**config.mk**
```make
export PLATFORM = sky130hd
export DESIGN_NAME = sipo_loader_flat
export DESIGN_NICKNAME = d
export VERILOG_FILES = /design/src/rtl/sipo_loader_if.sv /design/src/rtl/sipo_loader.sv /design/src/flat_wrapper.sv
export SDC_FILE = /design/constraint.sdc
export NUM_CORES = 1
export LEC_CHECK = 0
export CORE_AREA = 2 2 39 41
export CTS_CLUSTER_SIZE = 24
export DETAILED_ROUTE_END_ITERATION = 10
export DIE_AREA = 0 0 41 43
export PLACE_DENSITY = 0.65
export SYNTH_ARGS = -nofsm -noshare
export SYNTH_HDL_FRONTEND = slang
export SYNTH_SLANG_ARGS = --single-unit
```
**constraint.sdc**
```tcl
create_clock -name clk -period 1.5 [get_ports clk]
set_input_delay 0.3 -clock clk [delete_from_list [all_inputs] [get_ports clk]]
set_output_delay 0.3 -clock clk [all_outputs]
set_load 0.01 [all_outputs]
```
**src/rtl/sipo_loader_if.sv**
```systemverilog
// sipo_loader_if: bundles the serial framing inputs and the parallel word
// outputs of sipo_loader.
//   en    - clock enable / stall (master -> slave)
//   start - frame start request     (master -> slave)
//   sin   - serial data bit         (master -> slave)
//   out   - last completed word     (slave -> master)
//   valid - one-cycle "out updated" (slave -> master)
//   busy  - frame in progress       (slave -> master)
interface sipo_loader_if #(
    parameter int unsigned WIDTH = 4
);
    logic             en;
    logic             start;
    logic             sin;
    logic [WIDTH-1:0] out;
    logic             valid;
    logic             busy;

    modport master (
        output en, start, sin,
        input  out, valid, busy
    );

    modport slave (
        input  en, start, sin,
        output out, valid, busy
    );
endinterface

```
**src/rtl/sipo_loader.sv**
```systemverilog
// sipo_loader: serial-in, parallel-out word assembler.
// Samples a framed serial stream into a WIDTH-bit word and presents it on
// bus.out with a one-cycle bus.valid pulse (drives a downstream register's
// data/enable). bus.en low freezes everything except valid.
//   clk - rising-edge clock
//   rst - synchronous active-high reset, overrides all other inputs
//   bus - sipo_loader_if.slave (en, start, sin in; out, valid, busy out)
module sipo_loader #(
    parameter int unsigned WIDTH     = 4,
    parameter bit          MSB_FIRST = 1'b1
) (
    input  logic        clk,
    input  logic        rst,
    sipo_loader_if.slave bus
);
    localparam int unsigned CW = (WIDTH > 1) ? $clog2(WIDTH) : 1;

    typedef enum logic {
        IDLE  = 1'b0,
        SHIFT = 1'b1
    } state_t;

    state_t           state_q, state_d;
    logic [CW-1:0]    cnt_q, cnt_d;
    logic [WIDTH-1:0] sr_q, sr_d;
    logic [WIDTH-1:0] out_q, out_d;
    logic             valid_q, valid_d;
    logic [WIDTH-1:0] sr_next;

    // State register (holds FSM state and datapath registers).
    always_ff @(posedge clk) begin
        if (rst) begin
            state_q <= IDLE;
            cnt_q   <= '0;
            sr_q    <= '0;
            out_q   <= '0;
            valid_q <= 1'b0;
        end else begin
            state_q <= state_d;
            cnt_q   <= cnt_d;
            sr_q    <= sr_d;
            out_q   <= out_d;
            valid_q <= valid_d;
        end
    end

    // Shift register with the current bit already inserted; used both for the
    // running register and for the completed word so the last bit is included.
    always_comb begin
        if (MSB_FIRST) sr_next = {sr_q[WIDTH-2:0], bus.sin};
        else           sr_next = {bus.sin, sr_q[WIDTH-1:1]};
    end

    // Next-state logic.
    always_comb begin
        state_d = state_q;
        cnt_d   = cnt_q;
        sr_d    = sr_q;
        out_d   = out_q;
        valid_d = 1'b0;     // valid clears on every non-completing edge, even with en low
        if (bus.en) begin
            unique case (state_q)
                IDLE: begin
                    if (bus.start) begin
                        cnt_d   = '0;
                        sr_d    = '0;
                        state_d = SHIFT;
                    end
                end
                SHIFT: begin
                    sr_d = sr_next;
                    if (cnt_q == CW'(WIDTH - 1)) begin
                        out_d   = sr_next;
                        valid_d = 1'b1;
                        cnt_d   = '0;
                        state_d = IDLE;
                    end else begin
                        cnt_d = cnt_q + 1'b1;
                    end
                end
                default: state_d = IDLE;
            endcase
        end
    end

    // Output logic.
    always_comb begin
        bus.out   = out_q;
        bus.valid = valid_q;
        bus.busy  = (state_q == SHIFT);
    end
endmodule

```
**src/flat_wrapper.sv**
```systemverilog
// flat-port wrapper written by rule: the top's interface ports become plain ports
module sipo_loader_flat 
#(
    parameter int unsigned WIDTH     = 4,
    parameter bit          MSB_FIRST = 1'b1
)
  (clk, rst, bus_en, bus_start, bus_sin, bus_out, bus_valid, bus_busy);
  sipo_loader_if #(.WIDTH(WIDTH)) bus_i ();
  input  logic clk;
  input  logic rst;
  input wire logic [$bits(bus_i.en)-1:0] bus_en;
  input wire logic [$bits(bus_i.start)-1:0] bus_start;
  input wire logic [$bits(bus_i.sin)-1:0] bus_sin;
  output wire logic [$bits(bus_i.out)-1:0] bus_out;
  output wire logic [$bits(bus_i.valid)-1:0] bus_valid;
  output wire logic [$bits(bus_i.busy)-1:0] bus_busy;
  assign bus_i.en = bus_en;
  assign bus_i.start = bus_start;
  assign bus_i.sin = bus_sin;
  assign bus_out = bus_i.out;
  assign bus_valid = bus_i.valid;
  assign bus_busy = bus_i.busy;
  sipo_loader #(.WIDTH(WIDTH), .MSB_FIRST(MSB_FIRST)) u_core (.clk(clk), .rst(rst), .bus(bus_i));
endmodule
```
# Word-level counts from Yosys, hierarchy flattened
# Index checks and enable logic that the tools add are counted.
# op_classes
add_sub_neg	1
eq_ne	2
mux	9
n_bitwise	2
reduce_logical	3
# ops
op	n
$pmux W3 S2	1
$mux W2	2
$pmux W2 S2	1
$mux W1	3
$mux W3	1
$reduce_and A3 Y1	1
$reduce_or A3 Y1	1
$add A2 B1 Y2 const B	1
$eq A2 B2 Y1 const B	1
$ne A2 B2 Y1 const B	1
$not A1 Y1	2
$pmux W1 S2	1
$reduce_and A2 Y1	1
# word_totals
reg_bits	11
inputBits	5
output_inout_bits	6

# Longest topological paths before layout
# Gate-level depths: netlist of run 1.
# depth
depth_word	3
mapped_depth	3
depth_no_buf	3

# Least setup slack after synthesis of run 1
# OpenSTA, ideal clock, no wires.
# synth_timing
path_kind	register -> register
startpoint	reg u_core.cnt_q[0]
endpoint	reg u_core.out_q[2], in the netlist u_core.bus.out[2]
setup_time_ns	0.121
arrival_ns	0.821
t_required_ns	1.379
path_slack_ns	0.559
stages_incl_launch_ff	4
period_less_slack_ns	0.941
cell_sequence	dfxtp_1 ha_1 and3_1 mux2i_1
# synth_via
elab_chain_len	2
# synth_rtl
item	line	rtl
from (decl)	sipo_loader.sv:24	logic [CW-1:0] cnt_q, cnt_d;
from (signal assigned)	sipo_loader.sv:40	cnt_q <= cnt_d;
$eq A2 B2 Y1	sipo_loader.sv:72	if (cnt_q == CW'(WIDTH - 1)) begin
$reduce_and A3 Y1 (no source line)	n/a	
to (signal assigned)	sipo_loader.sv:42	out_q <= out_d;
to (decl)	sipo_loader.sv:26	logic [WIDTH-1:0] out_q, out_d;
# Every way passes these cells.
# A chain may end at the register's enable or synchronous reset.

# Final worst setup path of run 1
# layout_timing
startpoint	reg u_core.out_q[2], in the netlist u_core.bus.out[2]
endpoint	out bus_out[2]
# layout_lines
item	line	rtl
to (decl)	flat_wrapper.sv:14	output wire logic [$bits(bus_i.out)-1:0] bus_out;
# No word-level cell between the ends.

==> reports/results.ini, run 1 <==
[drt]
post-route-drc-count = 0
avgRoutedWirePerCell_um = 11.1
avgViaCountPerCell = 4.61
dr_total_vias = 327
drt.antenna.violating_nets = 0
initialDrtViolationCount = 2
first_pass_iters = 2
drt_wl_total_um = 787

[grt]
global_route_wire_length_before_repair_um = 1270
groute.usage.overall_pct = 11.2
grt.overflow.total = 0
grt_max_degree = 15
grt_pass1_vias = 326
grt_antenna_before_repair = 0

[synth]
number_of_warning_messages_in_the_yosys_log = 0
synth_compound_gate_area_share_pct = 15.1
synth.yosys.seq_area_share_pct = 48.2
share_of_synthesized_area_spent_on_multiplexers_pct = 8.77
synthesis.area_per_instance_um2 = 10.9
synth.top_cell.area_share_pct = 48.2
yosys.area_share.adder_pct = 5.48
synth_cell_type_count = 17
largest_family_of_logic_cells_by_synthesized_area = simple AND/OR/NAND/NOR gates
synth_simple_gate_area_share_pct = 19.2
synth.net_count = 49
ys_top_cells_by_area = dfxtp_1, nand2b_1, mux2i_1
post-synth-top-count-cell = dfxtp_1
synthXorXnorAreaFrac_pct = 0
top_reg_cell_synth = dfxtp_1
mappedNetlistArea_um2 = 457
synthArstFlopShare_pct = 0
synth_largest_area_cell = dfxtp_1
ys_ff_latch = 11
yosys-top-cells-count = dfxtp_1, nand2b_1, mux2i_1
number_of_flops_mapped_to_enable_cells_by_yosys = 0
synth_cells = 42

[floorplan]
initial_core_util_pct = 33.0
die_h_um = 43
core_area_um2 = 1380
total_die_area_um2 = 1760
fp.dieW_um = 41
io_pins = 11
num_rows = 14

[cts]
cts_stage_hold_buffer_count = 0
tritoncts.num_buffers = 3
tritoncts_num_sinks = 11
clock_tree.htree_level_count = 1
cts_tree = built
max-clock-path-buffers = 2
root_buffer = clkbuf_4
cts_repair_resize_count = 2
clk_transition_reported_paths_ns = 0.07
cts_setup_buffers = 0
clock_insertion_delay_worst_skew_ns = 0.26

[flow_run]
max_cap_viol_count = 0

[run_status]
status = complete, no violations

[final_layout]
nNetsFinal = 63
antenna_cells_inserted = 0
synthToLayoutAreaGrowth_pct = 29.6
utilization_after_layout_pct = 42.8
post_route_cells_drive_above_1_share_pct = 10.9
num-fill-cells = 141
finalNonFillerCells = 71

[sta]
final_max_slew_viol_count = 0
maxClockFrequency_ghz = 0.700
timing_worst_slew_pin_value_ns = 0.415
final.period_utilization_pct = 95.2
post-route-min-period_ns = 1.43
worst_slew_margin_rel_pct = 72.3
unrepaired_setup_endpoints_after_global_routing = false
timing.final.hold_violations = 0
timing.setup.tns_ns = 0
fin_ws_ns = 0.0721
setup_viol = 0
skew_final_ns = 0.00284

[worst_setup_path]
crit_path_start_kind = flip-flop
crit_family = buffers and inverters
worstSetupEndpointType = output port
critical_path_arrival_ns = 1.13
timing.critical_path.fanout_max = 2
timing.critical_path.required_ns = 1.20
crit_path_cell_trace = clkdlybuf4s50_1
cp_num_buf_inv = 1
critical_path_class = flip-flop to output port
largest_stage_delay_worst_path_ns = 0.53
cp_slowest_cell = clkdlybuf4s50_1
timing.reg2reg.setup_slack_ns = 0.47

[placed_design]
preCtsSetupSlack_ns = 0.0466
port_buffers = 10
placed_cells = 67
gpl.final_weighted_congestion = 0.640

[power_and_ir_drop]
irDropWorstVdd_mv = 0.410
leakagePower_nw = 0.228
cellPowerDensity_nw_per_um2 = 911

[worst_hold_path]
min-delay-path-class = flip-flop to flip-flop

[kinds of logic (layout without fill, tap and decap cells)]
group,after synthesis,count (layout)
mux,4,4
compound gates,8,8
simple gates,15,15
buf+inv,2,15
fa+ha+maj,2,2
flops,11,11
[per-stage QoR]
step           total power [W]  hold WS (ns)  cell area, um2
3_5_place_dp          0.000350         0.470             566
2_1_floorplan         0.000331         0.412             457
3_3_place_gp          0.000349         0.462             566
6_report              0.000539         0.477             592
4_1_cts               0.000550         0.481             592
5_1_grt               0.000566         0.490             592
[path summary, 6_finish.rpt]
kind                                   startpoint           endpoint  depth (start not counted)
worst min register to register  u_core.bus.out[2]  u_core.bus.out[2]                          2
worst min-delay path            u_core.bus.out[2]  u_core.bus.out[2]                          2
worst max-delay path            u_core.bus.out[2]         bus_out[2]                          1
worst max register to register    u_core.cnt_q[0]  u_core.bus.out[2]                          3
[state kept, by name (all words and copies together), names as in the netlist]
register          flops
u_core.bus.valid      1
u_core.bus.out        4
u_core.cnt_q          2
u_core.bus.busy       1
u_core.sr_q           3
[area by class of cell]
cell class | instances | area [um2] | area share [%]
Timing Repair Buffer | 10 | 98.8 | 16.7
Multi-Input combinational cell | 29 | 221 | 37.4
Sequential cell | 11 | 221 | 37.4
Inverter | 1 | 3.75 | 0.634
Clock buffer | 4 | 26.3 | 4.44
Tap cell | 16 | 20.0 | 3.38
[per-layer routing]
metal / share of wire [%] / global-route usage [%] / vias up
li1: - / - / 175
met1: 47 / 12.3 / 145
met2: 48 / 16.3 / 5
met3: 2.5 / 3.14 / 2
met4: 1.8 / 10.0 / 0
met5: 0 / 0 / -
[power by group]
part           internal, W  switching [W]
Clock             0.000103      0.0000945
Sequential        0.000296     0.00000453
Combinational    0.0000224      0.0000188
[cells in the final DEF, fill, tap and decap left out]
cell type	n
nand2b_1	10
dfxtp_1	10
clkdlybuf4s50_1	9
mux2i_1	4
o22ai_1	3
clkbuf_4	3
ha_1	2
inv_1	1
o21a_1	1
nand2_1	1
o32ai_2	1
and3_1	1
nand3_1	1
nor2_1	1
or2_1	1
o22ai_2	1
a21oi_1	1
a311oi_1	1
clkbuf_1	1
dlygate4sd2_1	1
dfxtp_2	1
Note: power is estimated with default switching activity, not from simulation.
==> inputs of run 2 (changes only) <==
--- a/config.mk
+++ b/config.mk
@@ -9,6 +9,7 @@
 export CTS_CLUSTER_SIZE = 24
 export DETAILED_ROUTE_END_ITERATION = 10
 export DIE_AREA = 0 0 41 43
+export HOLD_SLACK_MARGIN = 0.02
 export PLACE_DENSITY = 0.65
 export SYNTH_ARGS = -nofsm -noshare
 export SYNTH_HDL_FRONTEND = slang
==> results of run 2 <==
The final DEF is identical to that of run 1; final timing and power are the same.
==> inputs of run 3 (changes only) <==
--- a/config.mk
+++ b/config.mk
@@ -10,7 +10,7 @@
 export DETAILED_ROUTE_END_ITERATION = 10
 export DIE_AREA = 0 0 41 43
 export HOLD_SLACK_MARGIN = 0.02
-export PLACE_DENSITY = 0.65
+export PLACE_DENSITY_LB_ADDON = 0.12
 export SYNTH_ARGS = -nofsm -noshare
 export SYNTH_HDL_FRONTEND = slang
 export SYNTH_SLANG_ARGS = --single-unit
==> run 3 against run 2 <==
Compared with the run above: via count rose by 4.0%; sequential power barely moved; sequential cell count did not move; clock power rose by 5%; clock skew barely moved; utilization did not move; design area did not move; register-to-register slack barely moved; highest routed layer unchanged.
==> reports/results.ini, run 3 (synthesis gave the netlist of run 1 again) <==
[run_status]
status = complete, no violations

[placed_design]
post-dp-hpwl_um = 688
detailed_place.area_um2 = 566
gpl.final_weighted_congestion = 0.696
placed_cells = 67
port_buffers = 10

[drt]
first_pass_iters = 3
initialDrtViolationCount = 14
post-route-drc-count = 0
drt_wl_total_um = 917
drt.antenna.violating_nets = 0
avgViaCountPerCell = 4.79
dr_total_vias = 340
avgRoutedWirePerCell_um = 12.9

[worst_setup_path]
r2r_end = u_core.bus.out[3]
worstSetupEndpointType = output port
timing.critical_path.fanout_max = 2
largest_stage_delay_worst_path_ns = 0.54
critical_path_cell_count = 1
cp_num_buf_inv = 1
timing.critical_path.required_ns = 1.20
reg2regPathDepth = 3
timing.reg2reg.setup_slack_ns = 0.46
crit_path_cell_trace = clkdlybuf4s50_1
cp_slowest_cell = clkdlybuf4s50_1
crit_path_start_kind = flip-flop
critical_path_arrival_ns = 1.14
timing.critical_path.from = u_core.bus.out[2]
crit_family = buffers and inverters
worst_r2r_startpoint = u_core.cnt_q[0]
critical_path_class = flip-flop to output port

[final_layout]
antenna_cells_inserted = 0
synthToLayoutAreaGrowth_pct = 29.6
most-common-layout-cells = nand2b_1, dfxtp_1, clkdlybuf4s50_1
nNetsFinal = 63
finalNonFillerCells = 71
final_area_um2 = 592
post_route_cells_drive_above_1_share_pct = 10.9
largest_register_ff_count = 4

[sta]
skew_final_ns = 0.00235
final.period_utilization_pct = 96.1
timing_worst_slew_pin_value_ns = 0.371
maxClockFrequency_ghz = 0.693
final_max_slew_viol_count = 0
post-route-min-period_ns = 1.44
timing.final.hold_violations = 0
setup_viol = 0
unrepaired_setup_endpoints_after_global_routing = false
worst_slew_margin_rel_pct = 75.2
timing.setup.tns_ns = 0

[cts]
cts_tree = built
max-clock-path-buffers = 2
clk_transition_reported_paths_ns = 0.07
tritoncts.num_buffers = 3
tritoncts_num_sinks = 11
root_buffer = clkbuf_4
clock_insertion_delay_worst_skew_ns = 0.27
clock_tree.htree_level_count = 1

[grt]
groute.usage.overall_pct = 13.8
global_route_wire_length_before_repair_um = 1540
grt_antenna_before_repair = 0
grt.overflow.total = 0
grt_pass1_vias = 347
grt_max_degree = 15

[floorplan]
io_pins = 11
total_die_area_um2 = 1760
fp.dieW_um = 41
die_h_um = 43
num_rows = 14
core_area_um2 = 1380
initial_core_util_pct = 33.0

[worst_hold_path]
hold_depth = 2
hold_path_startpoint = u_core.bus.out[0]
min_delay_worst_endpoint = u_core.bus.out[0]
min-delay-path-class = flip-flop to flip-flop

[power_and_ir_drop]
cellPowerDensity_nw_per_um2 = 929
irDropWorstVdd_mv = 0.384
leakagePower_nw = 0.228

[flow_run]
max_cap_viol_count = 0

-- run 3: worst max-delay path by stage --
stage | to | slack [ns]
after floorplan | u_core.bus.out[2] | 0.56
after global placement | u_core.sr_q[1] | 0.08
after detailed placement | u_core.sr_q[1] | 0.06
after CTS | bus_out[2] | 0.05
after global routing | bus_out[3] | 0.03
final | bus_out[2] | 0.06
-- run 3: per-stage QoR --
step | total power (W) | hold WS, ns | utilization, % | setup WS, ns
after floorplan | 0.000331 | 0.412 | - | 0.559
after global placement | 0.000348 | 0.463 | 40.9 | 0.0761
after detailed placement | 0.000351 | 0.470 | 40.9 | 0.0637
after CTS | 0.000555 | 0.488 | 42.8 | 0.0471
after global routing | 0.000572 | 0.514 | 42.8 | 0.0259
final | 0.000550 | 0.482 | 42.8 | 0.0579
-- run 3: cell type report --
| type | count | area [um2] |
|---|---|---|
| clock buffer | 4 | 26.3 |
| fill | 141 | 792 |
| inverter | 1 | 3.75 |
| multi-input combinational | 29 | 221 |
| sequential | 11 | 221 |
| tap | 16 | 20.0 |
| timing repair buffer | 10 | 98.8 |
-- run 3: metal layers --
| metal | part of all wire [%] | vias to the layer above | global-route usage, % |
|---|---|---|---|
| met5 | 0 | - | 0 |
| met4 | 3.4 | 0 | 10.0 |
| met3 | 3.4 | 5 | 3.14 |
| met2 | 50 | 8 | 21.3 |
| met1 | 43 | 152 | 15.5 |
| li1 | - | 175 | - |
-- run 3: worst reg2reg max path, cell delays in order (launching register included) --
cell and delay (ns):
dfxtp_1 0.38, ha_1 0.18, and3_1 0.22, mux2i_1 0.19
-- run 3: what timing repair did --
item,4_1_cts,5_1_grt
endpoints found under the setup margin,1,0
gates resized for setup,2,0
setup buffers,0,0
hold buffers,0,0
-- run 3: where the power goes --
group	total (W)	leakage (nW)	switching [W]	internal [W]
logic	0.0000420	0.124	0.0000197	0.0000223
clock network	0.000207	0.0150	0.000104	0.000103
registers	0.000301	0.0893	0.00000472	0.000296
total	0.000550	0.228	0.000128	0.000422
